[src/rtl/btn_event_counter_bank.sv]
// btn_event_counter_bank
//   Multi-channel button front end: 2-flop synchroniser, debounce FSM,
//   edge detect, per-channel event counters with clear, wrap/saturate,
//   sticky overflow and a frame-aligned snapshot of all counters.
//   Optional auto-repeat on held buttons: define BTN_EVT_AUTO_REPEAT_EN.
module btn_event_counter_bank #(
  parameter int NUM_CH        = 3,
  parameter int DB_CYCLES     = 1000000,
  parameter int CNT_WIDTH     = 16,
  parameter int EDGE_MODE     = 0,
  parameter int SATURATE      = 0,
  parameter int REPEAT_DELAY  = 50000000,
  parameter int REPEAT_PERIOD = 10000000
) (
  input  logic                          sys_clk,
  input  logic                          sys_rst_n,
  input  logic [NUM_CH-1:0]             btn_in,
  input  logic [NUM_CH-1:0]             clr,
  input  logic                          frame_sync,
  input  logic                          freeze,
  output logic [NUM_CH-1:0]             btn_level,
  output logic [NUM_CH-1:0]             btn_edge,
  output logic [NUM_CH*CNT_WIDTH-1:0]   cnt_live,
  output logic [NUM_CH*CNT_WIDTH-1:0]   cnt_snap,
  output logic                          snap_valid,
  output logic [NUM_CH-1:0]             overflow
);

  localparam int DBW = $clog2(DB_CYCLES);
  localparam logic [DBW-1:0] DB_LAST = DBW'(DB_CYCLES - 1);

  // Elaboration-time sanity of the configuration.
  if (DB_CYCLES < 2 || REPEAT_PERIOD < 1 || REPEAT_PERIOD > REPEAT_DELAY) begin : g_bad_cfg
    $error("btn_event_counter_bank: invalid DB_CYCLES / REPEAT_* configuration");
  end

  typedef enum logic {DB_STABLE, DB_PENDING} db_state_t;

  logic [NUM_CH-1:0]    sync_meta;
  logic [NUM_CH-1:0]    sync_q;
  logic [NUM_CH-1:0]    level_q;
  logic [NUM_CH-1:0]    level_nx;
  logic [NUM_CH-1:0]    level_d;
  db_state_t            db_state    [NUM_CH];
  db_state_t            db_state_nx [NUM_CH];
  logic [DBW-1:0]       db_cnt      [NUM_CH];
  logic [DBW-1:0]       db_cnt_nx   [NUM_CH];
  logic [NUM_CH-1:0]    edge_sel;
  logic [NUM_CH-1:0]    rep_pulse;
  logic [CNT_WIDTH-1:0] cnt_q  [NUM_CH];
  logic [CNT_WIDTH-1:0] snap_q [NUM_CH];
  logic [NUM_CH-1:0]    ovf_q;
  logic                 fs_d;
  logic                 snap_valid_q;

  // Synchroniser, debounce state and level registers.
  always_ff @(posedge sys_clk) begin
    if (!sys_rst_n) begin
      sync_meta <= '0;
      sync_q    <= '0;
      level_q   <= '0;
      level_d   <= '0;
      for (int unsigned i = 0; i < NUM_CH; i++) begin
        db_state[i] <= DB_STABLE;
        db_cnt[i]   <= '0;
      end
    end else begin
      sync_meta <= btn_in;
      sync_q    <= sync_meta;
      level_q   <= level_nx;
      level_d   <= level_q;
      for (int unsigned i = 0; i < NUM_CH; i++) begin
        db_state[i] <= db_state_nx[i];
        db_cnt[i]   <= db_cnt_nx[i];
      end
    end
  end

  // Debounce next-state: counting starts on the first mismatching cycle so a
  // clean step reaches btn_level DB_CYCLES+2 edges after it is first sampled.
  always_comb begin
    level_nx = level_q;
    for (int unsigned i = 0; i < NUM_CH; i++) begin
      db_state_nx[i] = db_state[i];
      db_cnt_nx[i]   = '0;
      unique case (db_state[i])
        DB_STABLE: begin
          if (sync_q[i] != level_q[i]) begin
            db_state_nx[i] = DB_PENDING;
            db_cnt_nx[i]   = DBW'(1);
          end
        end
        DB_PENDING: begin
          if (sync_q[i] == level_q[i]) begin
            db_state_nx[i] = DB_STABLE;
          end else if (db_cnt[i] == DB_LAST) begin
            level_nx[i]    = ~level_q[i];
            db_state_nx[i] = DB_STABLE;
          end else begin
            db_cnt_nx[i] = db_cnt[i] + 1'b1;
          end
        end
      endcase
    end
  end

`ifdef BTN_EVT_AUTO_REPEAT_EN
  localparam int HW = $clog2(REPEAT_DELAY + 1);
  localparam logic [HW-1:0] HOLD_FIRE   = HW'(REPEAT_DELAY);
  localparam logic [HW-1:0] HOLD_RELOAD = HW'(REPEAT_DELAY - REPEAT_PERIOD + 1);

  logic [HW-1:0] hold_cnt [NUM_CH];

  // Hold counters: 0 on the press-edge cycle, reload after each repeat so the
  // next one lands REPEAT_PERIOD cycles later.
  always_ff @(posedge sys_clk) begin
    for (int unsigned i = 0; i < NUM_CH; i++) begin
      if (!sys_rst_n || !level_q[i] || clr[i]) begin
        hold_cnt[i] <= '0;
      end else if (hold_cnt[i] == HOLD_FIRE) begin
        hold_cnt[i] <= HOLD_RELOAD;
      end else begin
        hold_cnt[i] <= hold_cnt[i] + 1'b1;
      end
    end
  end

  // Repeat pulses, only for modes that count rising edges.
  always_comb begin
    rep_pulse = '0;
    for (int unsigned i = 0; i < NUM_CH; i++) begin
      rep_pulse[i] = (EDGE_MODE != 1) && level_q[i] && (hold_cnt[i] == HOLD_FIRE);
    end
  end
`else
  // No auto-repeat: only genuine debounced edges.
  always_comb begin
    rep_pulse = '0;
  end
`endif

  // Edge detect filtered by EDGE_MODE, merged with repeat pulses.
  always_comb begin
    case (EDGE_MODE)
      0:       edge_sel = level_q & ~level_d;
      1:       edge_sel = ~level_q & level_d;
      default: edge_sel = level_q ^ level_d;
    endcase
    btn_edge = edge_sel | rep_pulse;
  end

  // Event counters: clear wins over a coincident edge.
  always_ff @(posedge sys_clk) begin
    for (int unsigned i = 0; i < NUM_CH; i++) begin
      if (!sys_rst_n || clr[i]) begin
        cnt_q[i] <= '0;
        ovf_q[i] <= 1'b0;
      end else if (btn_edge[i]) begin
        if (cnt_q[i] == '1) begin
          ovf_q[i] <= 1'b1;
          if (SATURATE == 0) begin
            cnt_q[i] <= '0;
          end
        end else begin
          cnt_q[i] <= cnt_q[i] + 1'b1;
        end
      end
    end
  end

  // Snapshot on frame_sync rising edge unless frozen.
  always_ff @(posedge sys_clk) begin
    if (!sys_rst_n) begin
      fs_d         <= 1'b0;
      snap_valid_q <= 1'b0;
      for (int unsigned i = 0; i < NUM_CH; i++) begin
        snap_q[i] <= '0;
      end
    end else begin
      fs_d         <= frame_sync;
      snap_valid_q <= frame_sync && !fs_d && !freeze;
      if (frame_sync && !fs_d && !freeze) begin
        for (int unsigned i = 0; i < NUM_CH; i++) begin
          snap_q[i] <= cnt_q[i];
        end
      end
    end
  end

  // Output packing.
  always_comb begin
    cnt_live = '0;
    cnt_snap = '0;
    for (int unsigned i = 0; i < NUM_CH; i++) begin
      cnt_live[i*CNT_WIDTH +: CNT_WIDTH] = cnt_q[i];
      cnt_snap[i*CNT_WIDTH +: CNT_WIDTH] = snap_q[i];
    end
    btn_level  = level_q;
    overflow   = ovf_q;
    snap_valid = snap_valid_q;
  end

endmodule
[config.mk]
export PLATFORM = sky130hd
export DESIGN_NAME = btn_event_counter_bank
export DESIGN_NICKNAME = d
export VERILOG_FILES = /design/src/rtl/btn_event_counter_bank.sv
export SDC_FILE = /design/constraint.sdc
export NUM_CORES = 1
export LEC_CHECK = 0
export CORE_ASPECT_RATIO = 2
export CORE_MARGIN = 2
export CORE_UTILIZATION = 40
export CTS_CLUSTER_SIZE = 8
export DETAILED_ROUTE_END_ITERATION = 8
export PLACE_DENSITY = 0.63
export SLEW_MARGIN = 10
export SYNTH_ARGS = -nofsm -noshare
export SYNTH_HDL_FRONTEND = slang
export SYNTH_SLANG_ARGS = --single-unit
export TNS_END_PERCENT = 1
[constraint.sdc]
create_clock -name sys_clk -period 2.5 [get_ports sys_clk]
set_input_delay 0.25 -clock sys_clk [delete_from_list [all_inputs] [get_ports sys_clk]]
set_output_delay 0.25 -clock sys_clk [all_outputs]
set_load 0.03 [all_outputs]
* After elaboration in Yosys (flattened, before gate mapping) *
Memory sizes are Yosys's and may differ from the RTL's.
Index checks and enable logic that the tools add are counted.

storage, ports and cells
  word-level logic and storage cells = 147
  memories kept = 4
  memory bits (writable) = 159
  register bits after elaboration = 17
  output and inout port bits = 106
  input port bits = 10

memories
  memory    words  bits a word  read ports  clocked after memory_dff  write ports  line  RTL
  db_cnt    3      20           3           0                         3            46    logic [DBW-1:0] db_cnt [NUM_CH];
  cnt_q     3      16           3           0                         3            50    logic [CNT_WIDTH-1:0] cnt_q [NUM_CH];
  snap_q    3      16           3           0                         3            51    logic [CNT_WIDTH-1:0] snap_q [NUM_CH];
  db_state  3      1            3           0                         3            44    db_state_t db_state [NUM_CH];

cells by class
  equal/unequal tests = 12
  reductions and logical operators = 14
  muxes and demuxes = 74
  bitwise operators = 26
  add/subtract/negate cells = 6

operators by type and width
  cell                   number
  $mux 20                9
  $mux 16                9
  $pmux 20 s2            3
  $add 20x1->20 const B  3
  $eq 20x20->1 const B   3
  $mux 1                 50
  $add 16x1->16 const B  3
  $eq 16x16->1 const B   3
  $or 1x1->1             15
  $not 1->1              9
  $reduce_and 3->1       3
  $pmux 1 s2             3
  $reduce_and 2->1       3
  $and 3x3->3            1
  $eq 1x1->1             3
  $logic_not 1->1        3
  $logic_or 1x1->1       3
  $ne 1x1->1             3
  $not 3->3              1
  $logic_and 1x1->1      2

* Logic depth before layout (Yosys ltp) *
Gate-level depths: netlist (run 1).
An unclocked memory read counts as a cell.

  depth after elaboration = 8
  gate-level depth with buffers = 6
  depth with buffers taken out = 5

* Least setup slack after synthesis (run 1) *
Ideal clock, no wire load.

  path kind = flip-flop to flip-flop
  from = memory cnt_q[1][0]
  to = memory cnt_q[1][10], data pin
  library setup time = 266 ps
  path slack = 292 ps
  stages on the path, launching flop included = 7
  buffers on the path = 1
  required time = 2,234 ps
  period minus slack after synthesis = 2,208 ps
  data arrival time = 1,942 ps
  cells stage by stage = edfxtp_1 ha_1 and4_1 nand4_1 o21ai_0 clkbuf_1 nor2_1

RTL lines
  element          line
  start, declared  50

* Worst setup path after layout (run 1) *
  from = register level_q[1] (netlist: btn_level[1])
  to = output btn_edge[1]

on the way
  longest elaborated chain between the ends = 1

ends and longest elaborated chain
  element                 line  RTL
  start, declared         41    logic [NUM_CH-1:0] level_q;
  start signal, assigned  70    level_q <= level_nx;
  $and 3x3->3             145   0: edge_sel = level_q & ~level_d;
  end, declared           22    output logic [NUM_CH-1:0] btn_edge,

Every way passes these cells.

==> summary.md, run 1 <==
| Metric | Value |
|---|---|
| Port bufs | `115` |
| Setup Skew | `0.007118 ns` |
| Met2 Routed Length | `9040 µm` |
| Post-synth EDFFs | `96` |
| MaxCap Viol Count | `0` |
| Leakage | `3.200 nW` |
| DRT Wirelength | `16350 µm` |
| Layout cells sized above 1 | `6.507%` |
| Standard cell core area | `18830 µm²` |
| Setup crit end | `btn_edge[1]` |
| First-pass GRT wire length | `27140 µm` |
| Top cells by area, synth | `edfxtp_1, dfxtp_1, xnor2_1, and2_1, nor2_1` |
| Worst setup EP type | `output port` |
| Die width | `102.2 µm` |
| CTS buffer count | `17` |
| Synth async-reset ratio | `0%` |
| Post-CTS Setup Bufs | `0` |
| Count of buffer and inverter cells on the critical path | `1` |
| Endpoints failing hold | `0` |
| Worst path arrival time | `1.92 ns` |
| CTS sink cnt | `176` |
| Worst EP required | `2.25 ns` |
| Tcrit/Tclk final | `86.72%` |
| Initial antenna violation count | `0` |
| Reg-to-reg critical path startpoint | `db_cnt[0][0]` |
| Max VDD drop | `0.4663 mV` |
| Num ports | `116` |
| GPL Wtd Cong | `0.7958` |
| Sequential share of the synthesized area | `58.12%` |
| Clock buffer depth | `2` |
| Cells after synthesis | `729` |
| Crit-path leading delay family | `buffers and inverters` |
| Hpwl dp | `12000 µm` |
| Post-route antenna net violation count | `0` |
| Setup ws final | `0.3320 ns` |
| Final max-slew violation count | `0` |
| Synth top cells by count | `edfxtp_1, nor2_1, dfxtp_1, and2_1, nand2_1` |
| Syn nets | `745` |
| Die Height | `200.4 µm` |
| Headroom to the max-slew limit | `47.66%` |
| Congestion Overflow GR | `0` |
| CTS tree | `done` |
| Row Count | `71` |
| WL per Instance | `14.46 µm` |
| Die ar. | `20480 µm²` |
| Vias post-DR | `5700` |
| Cts hold-fix bufs | `0` |
| Reg2Reg Depth | `5` |
| Via-per-instance ratio | `5.040` |
| Measured slew at the worst slew-check pin | `0.7851 ns` |
| Highest clock rate | `461.3 MHz` |
| ANT cells | `0` |
| Area delta synth->final | `27.83%` |
| Core Util, Final | `52.37%` |
| Clock Pin Slew Worst Setup and Hold Paths | `0.07 ns` |
| Synth Area per Inst | `10.58 µm²` |
| Iteration-0 DRC Markers | `240` |
| Overall routing resource usage | `16.72%` |
| Hold Slack | `0.4004 ns` |
| Crit path launch | `btn_level[1]` |
| Outcome | `finished clean` |
| Max Fanout on Critical Path | `4` |
| Slowest stage delay, CP | `0.76 ns` |
| Area leader, netlist | `edfxtp_1` |
| Min Clock Period, post-route | `2.168 ns` |
| # nets final | `879` |
| Fillers | `1729` |
| Wire length on met1 | `6280 µm` |
| Synth cell types | `41` |
| Levels on crit path | `2` |
| Top layer in use | `met4` |
| Synth warn | `0` |
| Placed inst area | `9244 µm²` |
| Setup TNS | `0 ns` |
| Critical path type | `reg2out` |
| R2R setup slack | `0.39 ns` |
| #FFs+latches synth | `176` |
| Design area | `9863 µm²` |
| Initial Util | `40.97%` |
| Pwr/cell area | `655.7 nW/µm²` |
| Pin count of the biggest net entering global routing | `31` |
| RSZ-0062 raised after global routing | `false` |
| Area share of the largest cell type after synthesis | `37.36%` |
| Worst slack at placement | `0.3841 ns` |
| R2R Path End | `db_cnt[0][18]` |
| # DRC | `0` |
| Synth Flop Type | `edfxtp_1` |
| Clock Latency Late Sink | `0.42 ns` |
| Max H-tree Level | `4` |
| Root buf cell | `clkbuf_16` |
| Router iterations before antenna repair | `5` |
| Cell Chain, Critical Path | `nor2b_1 -> clkdlybuf4s50_1` |
| PostCTS Resize Cnt | `0` |
| Cell area after synthesis | `7716 µm²` |
| Vias in the first global route | `5626` |
| Setup violators final | `0` |
| Worst hold path class | `in2reg` |
| Type of origin of the critical path | `flop` |
| Metal3 WL | `696 µm` |
| CP max stage cell | `clkdlybuf4s50_1` |
-- kinds of logic (layout without fill, tap and decap cells) --
group / Yosys count / count (layout) / share of synthesized area (%)
simple gates: 368 / 368 / 25.02
flops: 176 / 176 / 58.12
xor+xnor: 74 / 74 / 8.400
compound gates: 60 / 60 / 4.946
buf+inv: 42 / 189 / 2.157
fa+ha+maj: 6 / 6 / 0.9729
mux: 3 / 3 / 0.3892
-- power breakdown --
group	switching, mW	internal [mW]	leakage, nW	total (mW)
clock	1.11	1.67	0.302	2.78
sequential	0.0800	3.14	1.68	3.22
combinational	0.280	0.191	1.21	0.470
-- worst min-delay path by stage --
stage | start | end | slack [ns] | cells past startpoint
4_1_cts | btn_in[1] | sync_meta[1] | 0.38 | 2
3_3_place_gp | sync_meta[1] | sync_q[1] | 0.41 | 1
3_5_place_dp | sync_meta[1] | sync_q[1] | 0.42 | 1
2_1_floorplan | sys_rst_n | level_d[2] | 0.38 | 2
5_1_grt | btn_in[2] | sync_meta[2] | 0.40 | 2
6_report | btn_in[1] | sync_meta[1] | 0.40 | 2
-- worst register-to-register path, delay by kind of cell (launching register included) --
kind,cells,cell delay (ns)
compound gates,1,0.15
flops,1,0.40
fa+ha+maj,1,0.23
simple gates,3,1.27
-- layer usage --
| layer | vias up | GRT usage, % |
|---|---|---|
| met5 | - | 0 |
| met3 | 21 | 3.691 |
| met1 | 2696 | 17.88 |
| met2 | 131 | 31.02 |
| li1 | 2852 | - |
| met4 | 0 | 6.238 |
-- stage by stage --
stage | power [mW] | instances
2_1_floorplan | 3.528 | 729
3_3_place_gp | 3.752 | 1099
3_5_place_dp | 3.758 | 1099
4_1_cts | 6.558 | 1131
5_1_grt | 6.699 | 1131
6_report | 6.467 | 1131
-- state kept, by name, summed over array words and instances, names as in the netlist --
signal      count
btn_level       3
cnt_q          48
db_cnt         60
db_state        3
fs_d            1
level_d         3
overflow        3
snap_q         48
snap_valid      1
sync_meta       3
sync_q          3
-- cells in the final DEF (no fill, tap or decap), drive strengths merged, types with 10 or more instances in the layout --
master         instances
a21oi                 25
and2                  60
buf                   17
clkbuf                18
clkdlybuf4s50        115
dfxtp                 80
edfxtp                96
inv                   26
nand2                 53
nand3                 38
nand4                 24
nor2                  96
nor3                  21
nor4                  13
o21ai                 13
o31ai                 10
or3                   12
or4                   15
xnor2                 44
xor2                  30
-- final cells by class --
cell class	count	area [µm²]	share of cell area, %
clock buffer	18	429.2	4.351
clock inverter	14	190.2	1.928
inverter	25	93.84	0.9514
multi-input combinational	511	3068	31.10
sequential	176	4484	45.46
tap	255	319.1	3.235
timing repair buffer	132	1279	12.96
No activity file was read; power rests on OpenSTA's default activity.
==> run 2: changes to the inputs <==
--- a/config.mk
+++ b/config.mk
@@ -11,6 +11,7 @@
 export CTS_CLUSTER_SIZE = 8
 export DETAILED_ROUTE_END_ITERATION = 8
 export PLACE_DENSITY = 0.63
+export REMOVE_ABC_BUFFERS = 1
 export SLEW_MARGIN = 10
 export SYNTH_ARGS = -nofsm -noshare
 export SYNTH_HDL_FRONTEND = slang
==> summary.md, run 2 (synthesis results as in run 1) <==
| Metric | Value |
|---|---|
| Min Clock Period, post-route | `2.236 ns (+0.06848 ns)` |
| Congestion Overflow GR | `0 (unchanged)` |
| Initial Util | `40.97% (unchanged)` |
| Most flops, register | `db_cnt` |
| Most frequent cells in the layout | `clkdlybuf4s50_1, nor2_1, edfxtp_1` |
| Worst setup EP type | `output port` |
| Clock Pin Slew Worst Setup and Hold Paths | `0.07 ns (about the same)` |
| Outcome | `finished clean` |
| Crit path launch | `btn_level[0]` |
| Post-CTS Setup Bufs | `0 (unchanged)` |
| Standard cell core area | `18830 µm² (unchanged)` |
| Tcrit/Tclk final | `89.46% (+2.7 points)` |
| Pin count of the biggest net entering global routing | `49 (+58%)` |
| Worst hold path class | `in2reg` |
| Vias post-DR | `5705 (+0.088%)` |
| PostCTS Resize Cnt | `0 (unchanged)` |
| Clock buffer depth | `2 (unchanged)` |
| Headroom to the max-slew limit | `46.03% (-1.6 points)` |
| Setup TNS | `0 ns (unchanged)` |
| DRT Wirelength | `16630 µm (+1.7%)` |
| Max Fanout on Critical Path | `4 (unchanged)` |
| Initial antenna violation count | `0 (unchanged)` |
| Max H-tree Level | `4 (unchanged)` |
| Die width | `102.2 µm (unchanged)` |
| Clock Latency Late Sink | `0.42 ns (about the same)` |
| R2R Path End | `db_cnt[0][18]` |
| Max VDD drop | `0.4850 mV (+4.0%)` |
| Router iterations before antenna repair | `4 (-1)` |
| Area delta synth->final | `26.95%` |
| Iteration-0 DRC Markers | `183 (-24%)` |
| MaxCap Viol Count | `0 (unchanged)` |
| Worst path arrival time | `1.99 ns (+0.07 ns)` |
| Post-Place Cells | `1099 (unchanged)` |
| # nets final | `879 (unchanged)` |
| Leading cell type in the layout, fill and taps excluded | `clkdlybuf4s50_1` |
| Setup ws final | `0.2635 ns (-0.06848 ns)` |
| Hpwl dp | `12070 µm (+0.55%)` |
| Endpoints failing hold | `0 (unchanged)` |
| CTS sink cnt | `176 (unchanged)` |
| Pwr/cell area | `627.6 nW/µm² (-4.3%)` |
| Leakage | `3.180 nW (-0.63%)` |
| Worst EP required | `2.25 ns (about the same)` |
| Reg2Reg Depth | `5 (unchanged)` |
| Die ar. | `20480 µm² (unchanged)` |
| Root buf cell | `clkbuf_16` |
| Row Count | `71 (unchanged)` |
| Port bufs | `115 (unchanged)` |
| Num ports | `116 (unchanged)` |
| Post-route antenna net violation count | `0 (unchanged)` |
| WL per Instance | `14.71 µm (+1.8%)` |
| Critical path type | `reg2out` |
| CTS tree | `done` |
| Largest register FFs | `60 (unchanged)` |
| Reg-to-reg critical path startpoint | `db_cnt[0][0]` |
| Setup violators final | `0 (unchanged)` |
| Highest clock rate | `447.1 MHz (-3.1%)` |
| Fin cells | `1130 (-0.088%)` |
| Layout cells sized above 1 | `6.514% (+0.0074 points)` |
| Final max-slew violation count | `0 (unchanged)` |
| Largest registers | `db_cnt (60), cnt_q (48), snap_q (48)` |
| Vias in the first global route | `5637 (+0.20%)` |
| First-pass GRT wire length | `27810 µm (+2.5%)` |
| RSZ-0062 raised after global routing | `false` |
| R2R setup slack | `0.39 ns (about the same)` |
| Overall routing resource usage | `17.06% (+0.34 points)` |
| Measured slew at the worst slew-check pin | `0.8095 ns (+0.02448 ns)` |
| GPL Wtd Cong | `0.7837 (-1.5%)` |
| # DRC | `0 (unchanged)` |
| Setup Skew | `0.007760 ns (+0.0006416 ns)` |
| Setup crit end | `btn_edge[0]` |
| Via-per-instance ratio | `5.049 (+0.18%)` |
| Type of origin of the critical path | `flop` |
| Die Height | `200.4 µm (unchanged)` |
| Worst slack at placement | `0.3593 ns (-0.02488 ns)` |
| Cts hold-fix bufs | `0 (unchanged)` |
| ANT cells | `0 (unchanged)` |
| Hold Path Depth | `2 (unchanged)` |
| CTS buffer count | `17 (unchanged)` |
-- run 2: changes by cell type in the layout (fill, tap and decap cells not counted) --
cell       previous run  this run
buf_4                17        16
inv_6                 1         2
bufinv_16             4         0
clkinv_1              1         0
clkinv_4              4         3
clkbuf_16            17        18
clkinv_2              3         2
inv_4                 0         3
inv_1                25        26
clkbuf_1              1         0
buf_12                0         1
clkbuf_2              0         1
-- run 2: layer usage --
metal  GRT usage, %  share of wire, %  vias to the layer above
met1          18.11                38                     2711
met3          3.621               4.1                       20
met2          32.05                56                      123
met4          6.000               1.9                        0
met5              0                 0                        -
li1               -                 -                     2851
-- run 2: critical path: stages (launching register included) --
cell and delay, ns:
dfxtp_1 0.39, nor2b_1 0.42, clkdlybuf4s50_1 0.76
-- run 2: per-stage QoR --
stage / util (%) / total power, mW / hold WS [ns] / area [µm²]
after floorplan: - / 3.522 / 0.3651 / 7644
after global placement: 49.15 / 3.762 / 0.4131 / 9256
after detailed placement: 49.15 / 3.766 / 0.4195 / 9256
after CTS: 52.01 / 6.219 / 0.3901 / 9796
after global routing: 52.01 / 6.368 / 0.3964 / 9796
final: 52.01 / 6.148 / 0.4044 / 9796
-- run 2: cell type report --
cell class / instances / area [µm²]
Clock buffer: 19 / 455.4
Clock inverter: 12 / 83.83
Fill cell: 1783 / 9037
Inverter: 25 / 93.84
Multi-Input combinational cell: 511 / 3068
Sequential cell: 176 / 4484
Tap cell: 255 / 319.1
Timing Repair Buffer: 132 / 1291
-- run 2: report_power, final --
| part | total [mW] | switching [mW] | internal [mW] |
|---|---|---|---|
| registers | 3.21 | 0.0773 | 3.14 |
| clock network | 2.45 | 1.12 | 1.33 |
| logic | 0.481 | 0.286 | 0.195 |
| total | 6.15 | 1.48 | 4.67 |
-- run 2: worst min path at each step --
| stage | start | to | slack, ns |
|---|---|---|---|
| floorplan | sys_rst_n | level_d[0] | 0.37 |
| global placement | sync_meta[2] | sync_q[2] | 0.41 |
| detailed placement | sync_meta[2] | sync_q[2] | 0.42 |
| CTS | btn_in[2] | sync_meta[2] | 0.39 |
| global route | btn_in[0] | sync_meta[0] | 0.40 |
| finish | btn_in[2] | sync_meta[2] | 0.40 |
==> run 3: changes to the inputs <==
--- a/config.mk
+++ b/config.mk
@@ -12,7 +12,6 @@
 export DETAILED_ROUTE_END_ITERATION = 8
 export PLACE_DENSITY = 0.63
 export REMOVE_ABC_BUFFERS = 1
-export SLEW_MARGIN = 10
 export SYNTH_ARGS = -nofsm -noshare
 export SYNTH_HDL_FRONTEND = slang
 export SYNTH_SLANG_ARGS = --single-unit
==> results of run 3 <==
Final layout, timing and power as in run 2 (identical DEF).
